$ cat src/rtl/reset_seq_pkg.sv
// Shared types and limits for the staged reset-release controller.
package reset_seq_pkg;

  localparam int MAX_STAGES = 16;

  typedef enum logic [2:0] {
    SYNC,
    GAP,
    WAIT_ACK,
    RUN,
    DRAIN
  } rseq_state_t;

endpackage

$ cat src/rtl/rst_sync_chain.sv
// Async-assert, sync-deassert reset synchronizer: a chain of async-cleared flops
// with D tied high, so release only ever propagates through WIDTH clock edges.
module rst_sync_chain #(
  parameter int WIDTH = 2
) (
  input  logic clk_i,
  input  logic rst_ni,
  output logic sync_o
);

  logic [WIDTH-1:0] chain_q;

  always_ff @(posedge clk_i or negedge rst_ni) begin
    if (!rst_ni) begin
      chain_q <= '0;
    end else begin
      chain_q <= {chain_q[WIDTH-2:0], 1'b1};
    end
  end

  assign sync_o = chain_q[WIDTH-1];

endmodule

$ cat src/rtl/reset_sequencer.sv
// Releases NUM_STAGES downstream reset domains in order with a gap and optional
// per-stage ack; a warm reset re-asserts them in reverse and replays the release.
module reset_sequencer
  import reset_seq_pkg::*;
#(
  parameter int NUM_STAGES  = 4,
  parameter int SYNC_STAGES = 2,
  parameter int GAP_CYCLES  = 8,
  parameter int ACK_TIMEOUT = 256
) (
  input  logic                  clk,
  input  logic                  rst,
  input  logic                  sw_rst_req,
  input  logic [NUM_STAGES-1:0] stage_ack,
  output logic [NUM_STAGES-1:0] stage_rst_n,
  output logic                  seq_done,
  output logic                  timeout_err,
  output logic                  busy
);

  localparam int IDX_W = (NUM_STAGES > 1) ? $clog2(NUM_STAGES) : 1;
  localparam int GW    = $clog2(GAP_CYCLES + 1);
  localparam int AW    = (ACK_TIMEOUT > 0) ? $clog2(ACK_TIMEOUT + 1) : 1;

  localparam logic [GW-1:0]    GAP_INIT     = GW'(GAP_CYCLES);
  localparam logic [AW-1:0]    ACK_LAST     = AW'((ACK_TIMEOUT > 0) ? ACK_TIMEOUT - 1 : 0);
  localparam logic [IDX_W-1:0] IDX_LAST     = IDX_W'(NUM_STAGES - 1);
  localparam logic [IDX_W-1:0] DRAIN_START  = IDX_W'((NUM_STAGES > 1) ? NUM_STAGES - 2 : 0);
  localparam logic             NO_HANDSHAKE = (ACK_TIMEOUT == 0);

  rseq_state_t           state_q;
  logic [IDX_W-1:0]      idx_q;
  logic [GW-1:0]         gapCnt_q;
  logic [AW-1:0]         ackCnt_q;
  logic [NUM_STAGES-1:0] stageRstN_q;
  logic                  seqDone_q;
  logic                  timeoutErr_q;
  logic                  busy_q;

  logic syncRelease;
  logic ackOk;
  logic ackExpired;
  logic lastStage;

  rst_sync_chain #(
    .WIDTH (SYNC_STAGES)
  ) u_sync (
    .clk_i  (clk),
    .rst_ni (rst),
    .sync_o (syncRelease)
  );

  assign ackOk      = stage_ack[idx_q] | NO_HANDSHAKE;
  assign ackExpired = (ackCnt_q == ACK_LAST);
  assign lastStage  = (idx_q == IDX_LAST);

  always_ff @(posedge clk or negedge rst) begin
    if (!rst) begin
      state_q      <= SYNC;
      idx_q        <= '0;
      gapCnt_q     <= '0;
      ackCnt_q     <= '0;
      stageRstN_q  <= '0;
      seqDone_q    <= 1'b0;
      timeoutErr_q <= 1'b0;
      busy_q       <= 1'b1;
    end else begin
      case (state_q)
        SYNC: begin
          if (syncRelease) begin
            gapCnt_q <= GAP_INIT;
            state_q  <= GAP;
          end
        end

        GAP: begin
          gapCnt_q <= gapCnt_q - 1'b1;
          if (gapCnt_q == GW'(1)) begin
            stageRstN_q[idx_q] <= 1'b1;
            ackCnt_q           <= '0;
            state_q            <= WAIT_ACK;
          end
        end

        // An ack arriving on the expiry edge wins; no error is flagged for it.
        WAIT_ACK: begin
          if (ackOk || ackExpired) begin
            if (!ackOk) begin
              timeoutErr_q <= 1'b1;
            end
            if (lastStage) begin
              seqDone_q <= 1'b1;
              busy_q    <= 1'b0;
              state_q   <= RUN;
            end else begin
              idx_q    <= idx_q + 1'b1;
              gapCnt_q <= GAP_INIT;
              state_q  <= GAP;
            end
          end else begin
            ackCnt_q <= ackCnt_q + 1'b1;
          end
        end

        RUN: begin
          if (sw_rst_req) begin
            seqDone_q                   <= 1'b0;
            timeoutErr_q                <= 1'b0;
            busy_q                      <= 1'b1;
            stageRstN_q[NUM_STAGES-1]   <= 1'b0;
            if (NUM_STAGES == 1) begin
              idx_q    <= '0;
              gapCnt_q <= GAP_INIT;
              state_q  <= GAP;
            end else begin
              idx_q   <= DRAIN_START;
              state_q <= DRAIN;
            end
          end
        end

        DRAIN: begin
          stageRstN_q[idx_q] <= 1'b0;
          if (idx_q == '0) begin
            gapCnt_q <= GAP_INIT;
            state_q  <= GAP;
          end else begin
            idx_q <= idx_q - 1'b1;
          end
        end

        default: begin
          state_q <= SYNC;
        end
      endcase
    end
  end

  assign stage_rst_n = stageRstN_q;
  assign seq_done    = seqDone_q;
  assign timeout_err = timeoutErr_q;
  assign busy        = busy_q;

endmodule

$ cat config.mk
export PLATFORM = sky130hd
export DESIGN_NAME = reset_sequencer
export DESIGN_NICKNAME = d
export VERILOG_FILES = /design/src/rtl/reset_seq_pkg.sv /design/src/rtl/rst_sync_chain.sv /design/src/rtl/reset_sequencer.sv
export SDC_FILE = /design/constraint.sdc
export NUM_CORES = 1
export LEC_CHECK = 0
export CORE_ASPECT_RATIO = 1.75
export CORE_MARGIN = 2
export CORE_UTILIZATION = 59
export DETAILED_ROUTE_END_ITERATION = 12
export DONT_BUFFER_PORTS = 1
export PLACE_DENSITY = 0.86
export SLEW_MARGIN = 20
export SYNTH_ARGS = -nofsm -noshare
export SYNTH_HDL_FRONTEND = slang
export SYNTH_SLANG_ARGS = --single-unit
export TNS_END_PERCENT = 1
$ cat constraint.sdc
create_clock -name clk -period 2.6 [get_ports clk]
set_input_delay 0.26 -clock clk [delete_from_list [all_inputs] [get_ports clk]]
set_output_delay 0.26 -clock clk [all_outputs]
set_load 0.01 [all_outputs]
==> flow_summary_export.csv <==
group,metric,value,unit
power,netSwitchingFraction,0.4283,
yosys,syn_area,1501,µm²
power,p_int,976.6,µW
power,p_leak,0.0007058,µW
setup_path,cpMaxStageDelayCell,"or3_4",
sta,fmax,402.1,MHz
grt,grt_overflow,0,
power,clockPowerShare,0.138,
drt,vias_per_cell,6.828,
sta,min_period_over_period,0.9566,
die,start_util,0.6098,
setup_path,criticalPathCategory,"reg2reg",
sta,finalSetupViolations,0,
setup_path,crit_family,"simple AND/OR/NAND/NOR gates",
setup_path,worstSetupEndpointType,"register",
setup_path,cp_cell_sequence,"ha_1 > and3_1 > and3_1 > and3_1 > ha_1 > or3_4 > a32o_1 > a22o_1",
placement,hpwl,2510,µm
grt,grt_pass1_wl,5713,µm
yosys,syn_nets,171,
drt,dr.pass1.iters,4,
cells_and_area,final_cells,186,
die,die_h,70.74,µm
drt,postRouteAntennaNets,0,
clock_network,clock_path_buffers,2,
setup_path,cpMostUsedCell,"and3_1",
cells_and_area,synthToLayoutAreaGrowth,5.917,%
cells_and_area,final_util,0.6458,
sta,hold_viol_final,0,
power,ir_worst_vdd,0.4781,mV
cells_and_area,antenna_cells,0,
clock_network,htreeDepth,1,
worst_hold_path,hold_path.class,"in2reg",
clock_network,cts_buffers,3,
cells_and_area,drive_gt1_frac,0.09375,
clock_network,post_cts_buffers,0,
cells_and_area,fin_nets,172,
drt,drtIter0Drc,61,
yosys,ys_warn_count,0,
yosys,synth_seq_cells,27,
cells_and_area,fillers,205,
placement,io_buffers,0,
placement,place_inst,180,
die,die_area,2980,µm²
die,coreArea,2462,µm²
clock_network,cts.sinks,27,
sta,skew,0.002249,ns
yosys,postSynthCellCount,160,
clock_network,ctsResizeCount,0,
drt,num_vias,1270,
grt,grt_max_degree,28,
sta,period_needed,2.487,ns
setup_path,cpPeakStageDelay,0.46,ns
power,power.density,1074,nW/µm²
yosys,yosysSeqAreaShare,0.4508,
die,io_pins,14,
setup_path,cp.arrival,2.65,ns
power,comb_power_share,0.425,
grt,grt_pass1_vias,1311,
setup_path,worstPathMaxFanout,12,
clock_network,clock_latency,0.27,ns
drt,drcViolationCount,0,
placement,place.gp.congestion,0.8336,
grt,gr-usage-all-layers,0.2462,
die,rows,24,
grt,antenna_found_initial,0,
run_status,status,"complete, no violations",
drt,drt-total-wl,3329,µm
sta,finalSetupTns,0,ns
clock_network,cts-root-buf,"clkbuf_8",
power,p_switching,731.7,µW
sta,rsz0062_at_grt,"no",
yosys,yosysUniqueCellTypes,43,
drt,post_drt_wl_per_cell,17.90,µm
flow_run,max_cap_viol_count,0,
setup_path,critical_path_required,2.76,ns
sta,fin_hold_ws,0.1351,ns
sta,slew_headroom,0.4249,
yosys,syn_avg_cell_area,9.384,µm²
setup_path,cp-start-kind,"register",
clock_network,clk_pin_slew,0.09,ns
sta,worstMarginPinSlew,0.8409,ns
power,power_frac_seq,0.437,
sta,finalMaxSlewViolations,0,
setup_path,cp.buffers_inverters,0,
die,chipWidth,42.14,µm
clock_network,cts_tree,"built",
## path summary, 6_finish.rpt
kind | from | endpoint | slack, ns | cells past startpoint
worst max register to register | ackCnt_q[0]$_DFFE_PN0P_ | ackCnt_q[3]$_DFFE_PN0P_ | 0.11 | 8
worst min-delay path | sw_rst_req | state_q[2]$_DFFE_PN0P_ | 0.14 | 2
worst min register to register | u_sync.chain_q[0]$_DFF_PN0_ | u_sync.chain_q[1]$_DFF_PN0_ | 0.36 | 0
worst max-delay path | ackCnt_q[0]$_DFFE_PN0P_ | ackCnt_q[3]$_DFFE_PN0P_ | 0.11 | 8
max in group asynchronous | rst | busy$_DFFE_PN1P_ | 1.96 | 2
min in group asynchronous | rst | idx_q[1]$_DFFE_PN0P_ | 0.41 | 2
## stage by stage
step	power [µW]	cell area (µm²)	worst slack (ns)
global route	1831	1590	0.002807
detailed placement	1461	1514	0.1280
floorplan	1277	1501	0.3363
global placement	1397	1514	0.2112
CTS	1711	1590	0.1117
finish	1708	1590	0.1129
## kinds of logic after synthesis
logic type	count (synthesis)	share of synthesized area
AND/OR/NAND/NOR	55	0.2075
AO/OA/AOI/OAI	53	0.2233
flip-flops	27	0.4508
buffers and inverters	15	0.04333
adder cells (fa/ha/maj)	4	0.03333
XOR/XNOR	3	0.01750
multiplexers	2	0.02167
other	1	0.002498
## power by group through the flow
| stage | combinational [µW] | clock (µW) | sequential [µW] |
|---|---|---|---|
| floorplan | 616 | 0 | 661 |
| global placement | 658 | 0 | 740 |
| detailed placement | 709 | 0 | 751 |
| CTS | 727 | 240 | 743 |
| global route | 816 | 249 | 766 |
| finish | 726 | 236 | 746 |
## final cells by class
| class | instances | area [µm²] | area share |
|---|---|---|---|
| flip-flops and latches | 27 | 676.9 | 0.4256 |
| inverters | 6 | 22.52 | 0.01416 |
| repair buffers | 5 | 52.55 | 0.03304 |
| well taps | 26 | 32.53 | 0.02046 |
| multi-input cells | 118 | 759.5 | 0.4776 |
| clock buffers | 3 | 41.29 | 0.02596 |
| clock inverters | 1 | 5.005 | 0.003147 |
## metal layers
layer  vias to the layer above  track usage  wire [µm]
met5                         -            0          0
met4                         0       0.1215        126
met3                        15      0.03061        135
met2                        57       0.4583       1864
met1                       621       0.2662       1202
li1                        577            -          -
## cells in the final DEF, fill, tap and decap left out, types with 2 or more instances in the layout
master	count
a21o_1	6
a21oi_1	11
a22o_1	2
a31oi_1	2
and3_1	3
buf_4	3
clkbuf_8	3
dfrtp_1	26
ha_1	4
inv_1	6
nand2_1	11
nand2b_1	3
nand3_1	6
nor2_1	11
nor2b_1	6
nor3_1	2
nor3b_1	4
nor3b_2	2
o211ai_1	3
o21ai_0	15
o22ai_1	6
xnor2_1	2
## worst reg2reg max path: cells and delay by family (launching register included)
| family | cells | cell delay (ns) |
|---|---|---|
| AO/OA/AOI/OAI | 2 | 0.42 |
| adder cells (fa/ha/maj) | 2 | 0.47 |
| flip-flops | 1 | 0.42 |
| AND/OR/NAND/NOR | 4 | 1.07 |
## cell usage after synthesis
cell type  count  area share
dfrtp_1       26        0.43
o21ai_0       15       0.050
a21oi_1       11       0.037
nand2_1       11       0.028
nor2_1        11       0.028
clkbuf_1       7       0.018
a21o_1         6       0.030
inv_1          6       0.015
nand3_1        6       0.020
nor2b_1        6       0.025
o22ai_1        6       0.025
ha_1           4       0.033
nor3b_1        4       0.020
and3_1         3       0.013
nand2b_1       3       0.013
o211ai_1       3       0.015
a22o_1         2       0.012
a31oi_1        2      0.0083
nor3_1         2      0.0067
nor3b_2        2       0.017
xnor2_1        2       0.012
a2111oi_0      1      0.0058
a211o_1        1      0.0058
a2bb2oi_1      1      0.0058
a32o_1         1      0.0067
a32oi_1        1      0.0058
and2_1         1      0.0042
buf_2          1      0.0033
buf_6          1      0.0075
conb_1         1      0.0025
dfstp_2        1       0.018
mux2i_1        1      0.0067
mux4_2         1       0.015
nand3b_1       1      0.0050
nor3_2         1      0.0067
nor4_1         1      0.0042
o2bb2ai_1      1      0.0058
o31ai_1        1      0.0050
o41ai_1        1      0.0058
or3_4          1      0.0075
or3b_1         1      0.0058
or3b_2         1      0.0058
xor2_1         1      0.0058
## what timing repair did
action                                 CTS  global route
endpoints found under the hold margin   27             0
hold buffers                             2             0
setup endpoints to repair                0             1
(Power assumes the default switching activity.)
